==> src/rtl/apb2axi_pkg.sv <==
// Shared types and widths for the APB-to-AXI bridge: directory entries handed to
// the issue scheduler and the completion records that retire them.
package apb2axi_pkg;
  localparam int TAG_NUM    = 16;
  localparam int TAG_W      = 4;
  localparam int AXI_ADDR_W = 32;
  localparam int AXI_ID_W   = 6;

  typedef struct packed {
    logic                  is_write;
    logic [TAG_W-1:0]      tag;
    logic [AXI_ADDR_W-1:0] addr;
    logic [7:0]            len;
    logic [2:0]            size;
    logic [1:0]            burst;
  } directory_entry_t;

  typedef struct packed {
    logic             is_write;
    logic [TAG_W-1:0] tag;
  } completion_entry_t;

  localparam int REQ_WIDTH    = $bits(directory_entry_t);
  localparam int COMPLETION_W = $bits(completion_entry_t);
endpackage

==> src/rtl/apb2axi_issue_sched_if.sv <==
// Bus bundle around the issue scheduler: directory pop ports, AXI AR/AW, completions.
// master = scheduler side, slave = directory/AXI/completion environment side.
interface apb2axi_issue_sched_if;
  import apb2axi_pkg::*;

  logic                    rd_req_valid;
  logic [REQ_WIDTH-1:0]    rd_req_entry;
  logic                    rd_req_ready;
  logic                    wr_req_valid;
  logic [REQ_WIDTH-1:0]    wr_req_entry;
  logic                    wr_req_ready;

  logic                    arvalid;
  logic                    arready;
  logic [AXI_ID_W-1:0]     arid;
  logic [AXI_ADDR_W-1:0]   araddr;
  logic [7:0]              arlen;
  logic [2:0]              arsize;
  logic [1:0]              arburst;

  logic                    awvalid;
  logic                    awready;
  logic [AXI_ID_W-1:0]     awid;
  logic [AXI_ADDR_W-1:0]   awaddr;
  logic [7:0]              awlen;
  logic [2:0]              awsize;
  logic [1:0]              awburst;

  logic                    cpl_valid;
  logic [COMPLETION_W-1:0] cpl_entry;

  modport master (
    input  rd_req_valid, rd_req_entry, wr_req_valid, wr_req_entry,
    output rd_req_ready, wr_req_ready,
    output arvalid, arid, araddr, arlen, arsize, arburst,
    input  arready,
    output awvalid, awid, awaddr, awlen, awsize, awburst,
    input  awready,
    input  cpl_valid, cpl_entry
  );

  modport slave (
    output rd_req_valid, rd_req_entry, wr_req_valid, wr_req_entry,
    input  rd_req_ready, wr_req_ready,
    input  arvalid, arid, araddr, arlen, arsize, arburst,
    output arready,
    input  awvalid, awid, awaddr, awlen, awsize, awburst,
    output awready,
    output cpl_valid, cpl_entry
  );
endinterface

==> src/rtl/apb2axi_issue_sched.sv <==
// Issue scheduler: pops one directory entry per cycle (round-robin rd/wr), drives
// registered AXI AR/AW, and tracks in-flight tags and outstanding counts.
module apb2axi_issue_sched
  import apb2axi_pkg::*;
#(
  parameter int MAX_OUTS_RD = 8,
  parameter int MAX_OUTS_WR = 8
) (
  input  logic                clk,
  input  logic                rst,
  apb2axi_issue_sched_if.master bus,
  output logic [TAG_NUM-1:0]  tag_busy,
  output logic [TAG_W:0]      rd_outs,
  output logic [TAG_W:0]      wr_outs,
  output logic                err_spurious
);

  typedef enum logic {PRIO_RD = 1'b0, PRIO_WR = 1'b1} prio_e;

  localparam logic [TAG_W:0] RD_LIM = (TAG_W+1)'(MAX_OUTS_RD);
  localparam logic [TAG_W:0] WR_LIM = (TAG_W+1)'(MAX_OUTS_WR);

  prio_e             rr_prio, rr_prio_nxt;
  directory_entry_t  rd_e, wr_e;
  completion_entry_t cpl_e;
  logic              rd_elig, wr_elig, grant_rd, grant_wr;
  logic              cpl_hit, cpl_rd, cpl_wr;
  logic [TAG_NUM-1:0] tag_busy_nxt;
  logic [TAG_W:0]    rd_outs_nxt, wr_outs_nxt;
  logic              unused_ok;

  assign rd_e  = bus.rd_req_entry;
  assign wr_e  = bus.wr_req_entry;
  assign cpl_e = bus.cpl_entry;
  // Direction is implied by which queue an entry arrives on.
  assign unused_ok = ^{rd_e.is_write, wr_e.is_write};

  assign bus.rd_req_ready = grant_rd;
  assign bus.wr_req_ready = grant_wr;

  // Eligibility looks only at registered state, so a completion freeing a tag
  // or an AXI handshake emptying a channel takes effect one cycle later.
  always_comb begin
    rd_elig = bus.rd_req_valid & ~bus.arvalid & (rd_outs < RD_LIM)
            & ~tag_busy[rd_e.tag] & ~rst;
    wr_elig = bus.wr_req_valid & ~bus.awvalid & (wr_outs < WR_LIM)
            & ~tag_busy[wr_e.tag] & ~rst;
    grant_rd    = 1'b0;
    grant_wr    = 1'b0;
    rr_prio_nxt = rr_prio;
    if (rd_elig && (!wr_elig || rr_prio == PRIO_RD)) grant_rd = 1'b1;
    else if (wr_elig)                                 grant_wr = 1'b1;
    if (grant_rd)      rr_prio_nxt = PRIO_WR;
    else if (grant_wr) rr_prio_nxt = PRIO_RD;
  end

  always_comb begin
    cpl_hit = bus.cpl_valid & tag_busy[cpl_e.tag];
    cpl_rd  = cpl_hit & ~cpl_e.is_write;
    cpl_wr  = cpl_hit &  cpl_e.is_write;
    tag_busy_nxt = tag_busy;
    if (cpl_hit)  tag_busy_nxt[cpl_e.tag] = 1'b0;
    if (grant_rd) tag_busy_nxt[rd_e.tag]  = 1'b1;
    if (grant_wr) tag_busy_nxt[wr_e.tag]  = 1'b1;
    rd_outs_nxt = rd_outs + (TAG_W+1)'(grant_rd) - (TAG_W+1)'(cpl_rd);
    wr_outs_nxt = wr_outs + (TAG_W+1)'(grant_wr) - (TAG_W+1)'(cpl_wr);
  end

  always_ff @(posedge clk) begin
    if (rst) begin
      rr_prio      <= PRIO_RD;
      tag_busy     <= '0;
      rd_outs      <= '0;
      wr_outs      <= '0;
      err_spurious <= 1'b0;
    end else begin
      rr_prio      <= rr_prio_nxt;
      tag_busy     <= tag_busy_nxt;
      rd_outs      <= rd_outs_nxt;
      wr_outs      <= wr_outs_nxt;
      err_spurious <= bus.cpl_valid & ~cpl_hit;
    end
  end

  // AR channel: load on pop, hold until handshake, then drop for one bubble.
  always_ff @(posedge clk) begin
    if (rst) begin
      bus.arvalid <= 1'b0;
      bus.arid    <= '0;
      bus.araddr  <= '0;
      bus.arlen   <= '0;
      bus.arsize  <= '0;
      bus.arburst <= '0;
    end else if (grant_rd) begin
      bus.arvalid <= 1'b1;
      bus.arid    <= AXI_ID_W'(rd_e.tag);
      bus.araddr  <= rd_e.addr;
      bus.arlen   <= rd_e.len;
      bus.arsize  <= rd_e.size;
      bus.arburst <= rd_e.burst;
    end else if (bus.arvalid && bus.arready) begin
      bus.arvalid <= 1'b0;
    end
  end

  always_ff @(posedge clk) begin
    if (rst) begin
      bus.awvalid <= 1'b0;
      bus.awid    <= '0;
      bus.awaddr  <= '0;
      bus.awlen   <= '0;
      bus.awsize  <= '0;
      bus.awburst <= '0;
    end else if (grant_wr) begin
      bus.awvalid <= 1'b1;
      bus.awid    <= AXI_ID_W'(wr_e.tag);
      bus.awaddr  <= wr_e.addr;
      bus.awlen   <= wr_e.len;
      bus.awsize  <= wr_e.size;
      bus.awburst <= wr_e.burst;
    end else if (bus.awvalid && bus.awready) begin
      bus.awvalid <= 1'b0;
    end
  end

endmodule

==> src/flat_wrapper.sv <==
// flat-port wrapper written by rule: the top's interface ports become plain ports
module apb2axi_issue_sched_flat import apb2axi_pkg::*;
#(
  parameter int MAX_OUTS_RD = 8,
  parameter int MAX_OUTS_WR = 8
)
  (clk, rst, tag_busy, rd_outs, wr_outs, err_spurious, bus_rd_req_valid, bus_rd_req_entry, bus_wr_req_valid, bus_wr_req_entry, bus_rd_req_ready, bus_wr_req_ready, bus_arvalid, bus_arid, bus_araddr, bus_arlen, bus_arsize, bus_arburst, bus_arready, bus_awvalid, bus_awid, bus_awaddr, bus_awlen, bus_awsize, bus_awburst, bus_awready, bus_cpl_valid, bus_cpl_entry);
  apb2axi_issue_sched_if bus_i ();
  input  logic clk;
  input  logic rst;
  output logic [TAG_NUM-1:0] tag_busy;
  output logic [TAG_W:0] rd_outs;
  output logic [TAG_W:0] wr_outs;
  output logic err_spurious;
  input wire logic [$bits(bus_i.rd_req_valid)-1:0] bus_rd_req_valid;
  input wire logic [$bits(bus_i.rd_req_entry)-1:0] bus_rd_req_entry;
  input wire logic [$bits(bus_i.wr_req_valid)-1:0] bus_wr_req_valid;
  input wire logic [$bits(bus_i.wr_req_entry)-1:0] bus_wr_req_entry;
  output wire logic [$bits(bus_i.rd_req_ready)-1:0] bus_rd_req_ready;
  output wire logic [$bits(bus_i.wr_req_ready)-1:0] bus_wr_req_ready;
  output wire logic [$bits(bus_i.arvalid)-1:0] bus_arvalid;
  output wire logic [$bits(bus_i.arid)-1:0] bus_arid;
  output wire logic [$bits(bus_i.araddr)-1:0] bus_araddr;
  output wire logic [$bits(bus_i.arlen)-1:0] bus_arlen;
  output wire logic [$bits(bus_i.arsize)-1:0] bus_arsize;
  output wire logic [$bits(bus_i.arburst)-1:0] bus_arburst;
  input wire logic [$bits(bus_i.arready)-1:0] bus_arready;
  output wire logic [$bits(bus_i.awvalid)-1:0] bus_awvalid;
  output wire logic [$bits(bus_i.awid)-1:0] bus_awid;
  output wire logic [$bits(bus_i.awaddr)-1:0] bus_awaddr;
  output wire logic [$bits(bus_i.awlen)-1:0] bus_awlen;
  output wire logic [$bits(bus_i.awsize)-1:0] bus_awsize;
  output wire logic [$bits(bus_i.awburst)-1:0] bus_awburst;
  input wire logic [$bits(bus_i.awready)-1:0] bus_awready;
  input wire logic [$bits(bus_i.cpl_valid)-1:0] bus_cpl_valid;
  input wire logic [$bits(bus_i.cpl_entry)-1:0] bus_cpl_entry;
  assign bus_i.rd_req_valid = bus_rd_req_valid;
  assign bus_i.rd_req_entry = bus_rd_req_entry;
  assign bus_i.wr_req_valid = bus_wr_req_valid;
  assign bus_i.wr_req_entry = bus_wr_req_entry;
  assign bus_rd_req_ready = bus_i.rd_req_ready;
  assign bus_wr_req_ready = bus_i.wr_req_ready;
  assign bus_arvalid = bus_i.arvalid;
  assign bus_arid = bus_i.arid;
  assign bus_araddr = bus_i.araddr;
  assign bus_arlen = bus_i.arlen;
  assign bus_arsize = bus_i.arsize;
  assign bus_arburst = bus_i.arburst;
  assign bus_i.arready = bus_arready;
  assign bus_awvalid = bus_i.awvalid;
  assign bus_awid = bus_i.awid;
  assign bus_awaddr = bus_i.awaddr;
  assign bus_awlen = bus_i.awlen;
  assign bus_awsize = bus_i.awsize;
  assign bus_awburst = bus_i.awburst;
  assign bus_i.awready = bus_awready;
  assign bus_i.cpl_valid = bus_cpl_valid;
  assign bus_i.cpl_entry = bus_cpl_entry;
  apb2axi_issue_sched #(.MAX_OUTS_RD(MAX_OUTS_RD), .MAX_OUTS_WR(MAX_OUTS_WR)) u_core (.clk(clk), .rst(rst), .bus(bus_i), .tag_busy(tag_busy), .rd_outs(rd_outs), .wr_outs(wr_outs), .err_spurious(err_spurious));
endmodule
==> config.mk <==
export PLATFORM = sky130hd
export DESIGN_NAME = apb2axi_issue_sched_flat
export DESIGN_NICKNAME = d
export VERILOG_FILES = /design/src/rtl/apb2axi_pkg.sv /design/src/rtl/apb2axi_issue_sched_if.sv /design/src/rtl/apb2axi_issue_sched.sv /design/src/flat_wrapper.sv
export SDC_FILE = /design/constraint.sdc
export NUM_CORES = 1
export LEC_CHECK = 0
export CORE_MARGIN = 5
export CORE_UTILIZATION = 38
export CTS_CLUSTER_DIAMETER = 120
export DETAILED_ROUTE_END_ITERATION = 12
export PLACE_DENSITY = 0.84
export SETUP_SLACK_MARGIN = 0.02
export SKIP_CTS_REPAIR_TIMING = 1
export SLEW_MARGIN = 20
export SYNTH_ARGS = -nofsm -noshare
export SYNTH_HDL_FRONTEND = slang
export SYNTH_SLANG_ARGS = --single-unit
==> constraint.sdc <==
create_clock -name clk -period 3.26 [get_ports clk]
set_input_delay 0.326 -clock clk [delete_from_list [all_inputs] [get_ports clk]]
set_output_delay 0.326 -clock clk [all_outputs]
set_load 0.03 [all_outputs]
# --- Word level (Yosys, flattened, before mapping) ---
# Cells that the tools add are included.
totals:
  regBits: 128
  latchBits: 0
  mem_bits_rw: 0
  rom_bits: 0
  in_bits: 112
  output_inout_bits: 133
  wordCells: 88
  n_memories: 0
classes:
  add_sub_neg: 4
  mul: 0
  div: 0
  n_lt_le_gt_ge: 8
  n_eq_ne: 0
  shift: 0
  muxes: 24
  bitwise_logic: 24
  reduce_logical: 11
ops:
  columns: ["op", "n"]
  rows:
  - ["2-to-1 mux 16 bit", 3]
  - ["OR 16 bit", 2]
  - ["bitwise AND 16 bit", 1]
  - ["inverter 16 bit", 1]
  - ["< comparator 4 x 5 -> 1 bit (second input constant)", 3]
  - ["2-to-1 mux 1 bit", 15]
  - ["bitwise AND 1 bit", 12]
  - ["binary-select mux 1 bit (select 4 bit)", 3]
  - ["demux 1 bit (select 4 bit)", 3]
  - [">= comparator 4 x 1 -> 1 bit (second input constant)", 3]
  - ["adder 5 x 1 -> 5 bit", 2]
  - ["< comparator 5 x 4 -> 1 bit (second input constant)", 2]
  - ["subtractor 5 x 1 -> 5 bit", 2]
  - ["inverter 1 bit", 8]
  - ["logical AND 1 bit", 6]
  - ["nonzero test 2 bit", 3]
  - ["logical NOT 1 bit", 1]
  - ["logical OR 1 bit", 1]

# --- Longest topological paths before layout ---
depth:
  depth_word: 12
  mapped_depth: 16
  ltp_nobuf: 15

# --- Least setup slack after synthesis ---
# Ideal clock, no wire load.
synth_path:
  kind: "register to register"
  start: "register u_core.rd_outs[3]"
  end: "register u_core.rd_outs[4]"
  setup_ps: 128
  arrival_ps: 3300
  required_ps: 3132
  path_slack_ps: -167
  path_stages_with_launch: 17
  n_path_buf: 1
  period_less_slack_ps: 3427
  path_cell_list: "dfxtp_1 > inv_1 > ha_1 > or4bb_1 > a21oi_1 > o2111ai_2 > a31oi_4 > inv_2 > buf_2 > ha_1 > inv_1 > ha_1 > fa_1 > a21o_1 > a21oi_1 > xnor2_1 > nor2_1"
synth_via:
  elab_chain_cells: 8
synth_rtl:
  columns: ["item", "line", "rtl"]
  rows:
  - ["from (decl)", "apb2axi_issue_sched.sv:13", "output logic [TAG_W:0] rd_outs,"]
  - ["from (signal assigned)", "apb2axi_issue_sched.sv:79", "rd_outs <= rd_outs_nxt;"]
  - ["< comparator 5 x 4 -> 1 bit", "apb2axi_issue_sched.sv:44", "rd_elig = bus.rd_req_valid & ~bus.arvalid & (rd_outs < RD_LIM)"]
  - ["bitwise AND 1 bit", "apb2axi_issue_sched.sv:44", null]
  - ["bitwise AND 1 bit (2 in a row)", "apb2axi_issue_sched.sv:45", "& ~tag_busy[rd_e.tag] & ~rst;"]
  - ["logical AND 1 bit", "apb2axi_issue_sched.sv:51", "if (rd_elig && (!wr_elig || rr_prio == PRIO_RD)) grant_rd = 1'b1;"]
  - ["2-to-1 mux 1 bit", "apb2axi_issue_sched.sv:51", null]
  - ["adder 5 x 1 -> 5 bit (*)", "apb2axi_issue_sched.sv:65", "rd_outs_nxt = rd_outs + (TAG_W+1)'(grant_rd) - (TAG_W+1)'(cpl_rd);"]
  - ["subtractor 5 x 1 -> 5 bit (*)", "apb2axi_issue_sched.sv:65", null]
# Every way passes the cells marked *; elsewhere a longest branch is shown, timed or not.
# A chain may end at the register's enable or synchronous reset.

# --- Final worst setup path ---
layout_path:
  start: "register u_core.rd_outs[3]"
  end: "output bus_wr_req_ready"
layout_via:
  elab_chain_cells: 6
layout_rtl:
  columns: ["item", "line", "rtl"]
  rows:
  - ["< comparator 5 x 4 -> 1 bit", "apb2axi_issue_sched.sv:44", null]
  - ["bitwise AND 1 bit", "apb2axi_issue_sched.sv:44", null]
  - ["bitwise AND 1 bit (2 in a row)", "apb2axi_issue_sched.sv:45", null]
  - ["logical AND 1 bit", "apb2axi_issue_sched.sv:51", null]
  - ["2-to-1 mux 1 bit", "apb2axi_issue_sched.sv:51", null]
  - ["to (decl)", "flat_wrapper.sv:20", "output wire logic [$bits(bus_i.wr_req_ready)-1:0] bus_wr_req_ready;"]
# Every way passes these cells.

==> flow_summary.ini <==
[global_route]
globalRouteOverflowTotal = 0
first_global_vias = 5354
global_route.usage.total_pct = 19.66
grt_first_pass_wirelength_mm = 27.81
antenna_found_initial = 0
grt_max_degree = 72

[synthesis]
yosys.area_share.xor_xnor_pct = 0.9375
netlist_instances = 619
leading_cell_types_by_total_area_after_synthesis = sky130_fd_sc_hd__dfxtp_1 (46%), sky130_fd_sc_hd__mux2i_1 (9.8%), sky130_fd_sc_hd__nand2_1 (7.0%)
synthArstFlopShare_pct = 0
synth_top_family_by_area = simple AND/OR/NAND/NOR gates
synth_largest_type_area_fraction_pct = 45.71
synth.largest_area_cell = sky130_fd_sc_hd__dfxtp_1
avgSynthCellArea_um2 = 9.056
synth_most_common_cell = sky130_fd_sc_hd__dfxtp_1
muxShareOfSynthArea_pct = 13.84
synthSimpleGateAreaFrac_pct = 19.20
synth_commonest_cells = sky130_fd_sc_hd__dfxtp_1 (128), sky130_fd_sc_hd__nand2_1 (104), sky130_fd_sc_hd__nor2_1 (62)
dominantRegCellSynth = sky130_fd_sc_hd__dfxtp_1
post_synth_fa_ha_maj_area_fraction_pct = 3.393
synth-edff-count = 0
synth_compound_area_share_pct = 10.89
synth_area_mm2 = 0.005605
yosys.cell_types.count = 49
ys_seq_elements = 128
synth.yosys.seq_area_share_pct = 45.71
synth.yosys.warnings = 0

[critical_path]
cp.required_ps = 2930
crit_fanout = 50
worst_setup_path_start_kind = flop
worst_r2r_endpoint = u_core.wr_outs[4]
cpPeakStageDelay_ps = 490
slowest_cell_on_the_critical_path = sky130_fd_sc_hd__or4bb_4
timing.critical_path.cells = inv_4 -> ha_4 -> or4bb_4 -> a21oi_4 -> o2111ai_4 -> buf_6 -> o211ai_1 -> bufbuf_16 -> inv_2 -> buf_4
reg2reg_slack_ps = 130
worstReg2RegStart = u_core.rd_outs[3]
timing.setup.critical_path_class = reg2out
worstPathArrival_ps = 2850
r2r.worst_path.cells = 15
critical_path.endpoint_type = primary output

[routing]
postRouteAntennaNets = 0
dr_total_vias = 5452
viasPerCell = 5.081
routedWlPerCell_um = 16.62
finalWirelength_mm = 17.83
drc = 0
drt_first_pass_iters = 6
drtIter0Drc = 499

[timing]
highest_attainable_clock_frequency_mhz = 314.7
whs_ps = 453.1
slew_headroom_pct = 51.34
fin_setup_tns_ps = 0
worst_pin_slew_ps = 729.9
final_max_slew_viol_count = 0
rsz0062_at_grt = true
final.setup.worst_slack_ps = 81.88
timing.final.hold_violations = 0
post-route-min-period_ps = 3178
setup_violations = 0
post-route-period-util_pct = 97.49
skew_ps = 6.508

[final_layout]
flow.area_growth_from_synthesis_pct = 61.58
fillCellCount = 1231
antenna_cells = 0
layout.core_utilization_pct = 62.56
register_area_mm2 = 0.002574
fin_nets = 1002
drive_above_1_share_pct = 13.50
area_of_the_multi_input_gates_mm2 = 0.002820

[placed_design]
place_congestion = 1.003
place_ws_ps = -505.2
post-dp-hpwl_mm = 12.88
buffer_ports.inserted = 238

[floorplanning]
core_region_area_mm2 = 0.01448
num_rows = 44
start_util_pct = 38.71
die_w_um = 131.5
vertical_die_dimension_um = 131.5
pin_count = 245
floorplan.die_area_mm2 = 0.01728

[worst_hold_path]
whs_path_cells = 2
hold_path.class = reg2reg
min_delay_worst_endpoint = u_core.bus.araddr[14]
timing.hold.worst.start = u_core.bus.araddr[14]

[run]
max-cap-violations = 0

[power]
p_sw_share_pct = 30.91
p_total_mw = 5.345
power.static_leakage_nw = 3.684
share_of_power_burned_in_combinational_logic_pct = 28.6
power_per_cell_area_mw_per_mm2 = 590.1
cell_internal_pwr_mw = 3.693
pwr-share-seq_pct = 34.2
clock_power_share_pct = 37.2
ir_drop_v = 0.0004976
net-switching-power_mw = 1.652

[clock_tree]
cts-buffers-inserted = 17
clkTransAtPathRegs_ps = 60
clock_latency_ps = 410
clk_path_buf_depth = 2
clock-root-buffer = sky130_fd_sc_hd__clkbuf_16
cts.sink_count = 128
cts_htree_levels = 4
cts_tree = yes

[outcome]
outcome = finished clean
-- final cells by class --
class                           count  share of cell area, %
Clock buffer                       20                  5.153
Clock inverter                     12                  1.713
Inverter                           16                 0.6907
Multi-Input combinational cell    431                  31.14
Sequential cell                   128                  28.42
Tap cell                          184                  2.542
Timing Repair Buffer              282                  30.35
-- sequential cells by signal, indices dropped and copies added (netlist names), 3 cells and up --
name and flops:
u_core.bus.awaddr 32, u_core.rd_outs 5, u_core.bus.awlen 8, u_core.tag_busy 16, u_core.wr_outs 5, u_core.bus.awid 4
u_core.bus.arid 4, u_core.bus.awsize 3, u_core.bus.arsize 3, u_core.bus.araddr 32, u_core.bus.arlen 8
-- how the worst max path moves through the flow --
stage,to,start,slack [ps]
2_1_floorplan,u_core.wr_outs[4],bus_wr_req_entry[47],30
3_3_place_gp,u_core.wr_outs[4],bus_cpl_entry[0],-410
3_5_place_dp,u_core.wr_outs[4],bus_cpl_entry[0],-510
4_1_cts,bus_wr_req_ready,bus_rd_req_entry[46],-290
5_1_grt,bus_wr_req_ready,u_core.rd_outs[3],-50
6_report,bus_wr_req_ready,u_core.rd_outs[3],80
-- critical path, delay by kind of cell (launching register included) --
kind                     cells  cell delay [ps]
buffers and inverters        5              890
AO/OA/AOI/OAI                3              570
AND/OR/NAND/NOR              1              490
adder cells (fa/ha/maj)      1              110
flip-flops                   1              350
-- cell usage in the layout (no fill, tap or decap), types with 16 or more instances in the layout --
| master | Yosys | layout |
|---|---|---|
| sky130_fd_sc_hd__nand4_1 | 16 | 16 |
| sky130_fd_sc_hd__mux2i_1 | 55 | 55 |
| sky130_fd_sc_hd__clkdlybuf4s50_1 | 0 | 232 |
| sky130_fd_sc_hd__dfxtp_1 | 128 | 121 |
| sky130_fd_sc_hd__nor2_1 | 62 | 62 |
| sky130_fd_sc_hd__a31oi_1 | 17 | 17 |
| sky130_fd_sc_hd__nand3_1 | 18 | 18 |
| sky130_fd_sc_hd__clkbuf_16 | 0 | 17 |
| sky130_fd_sc_hd__nand2_1 | 104 | 104 |
| sky130_fd_sc_hd__a21oi_1 | 59 | 56 |
| sky130_fd_sc_hd__buf_4 | 6 | 43 |
-- per-stage QoR --
step	cells	area, um2
floorplan	622	5663
global route	1073	9057
CTS	1070	8916
detailed placement	1038	8294
finish	1073	9057
global placement	1038	8294
-- logic make-up after synthesis --
group	after synthesis
AO/OA/AOI/OAI	104
XOR/XNOR	6
adder cells (fa/ha/maj)	14
buffers and inverters	63
flip-flops	128
multiplexers	68
other	1
AND/OR/NAND/NOR	235
-- per-layer routing --
layer	part of all wire (%)	GRT usage, %
met1	37	21.32
met2	49	33.47
met3	12	9.557
met4	2.7	6.857
met5	0	0
-- power groups by stage --
stage          Combinational (mW)  Clock (mW)  Sequential (mW)
2_1_floorplan               0.592           0             2.16
3_3_place_gp                 1.47           0             1.85
3_5_place_dp                 1.48           0             1.86
4_1_cts                      1.50        2.03             1.83
5_1_grt                      1.63        2.12             1.85
6_report                     1.53        1.99             1.83
Power figures use the tool's default switching activity.
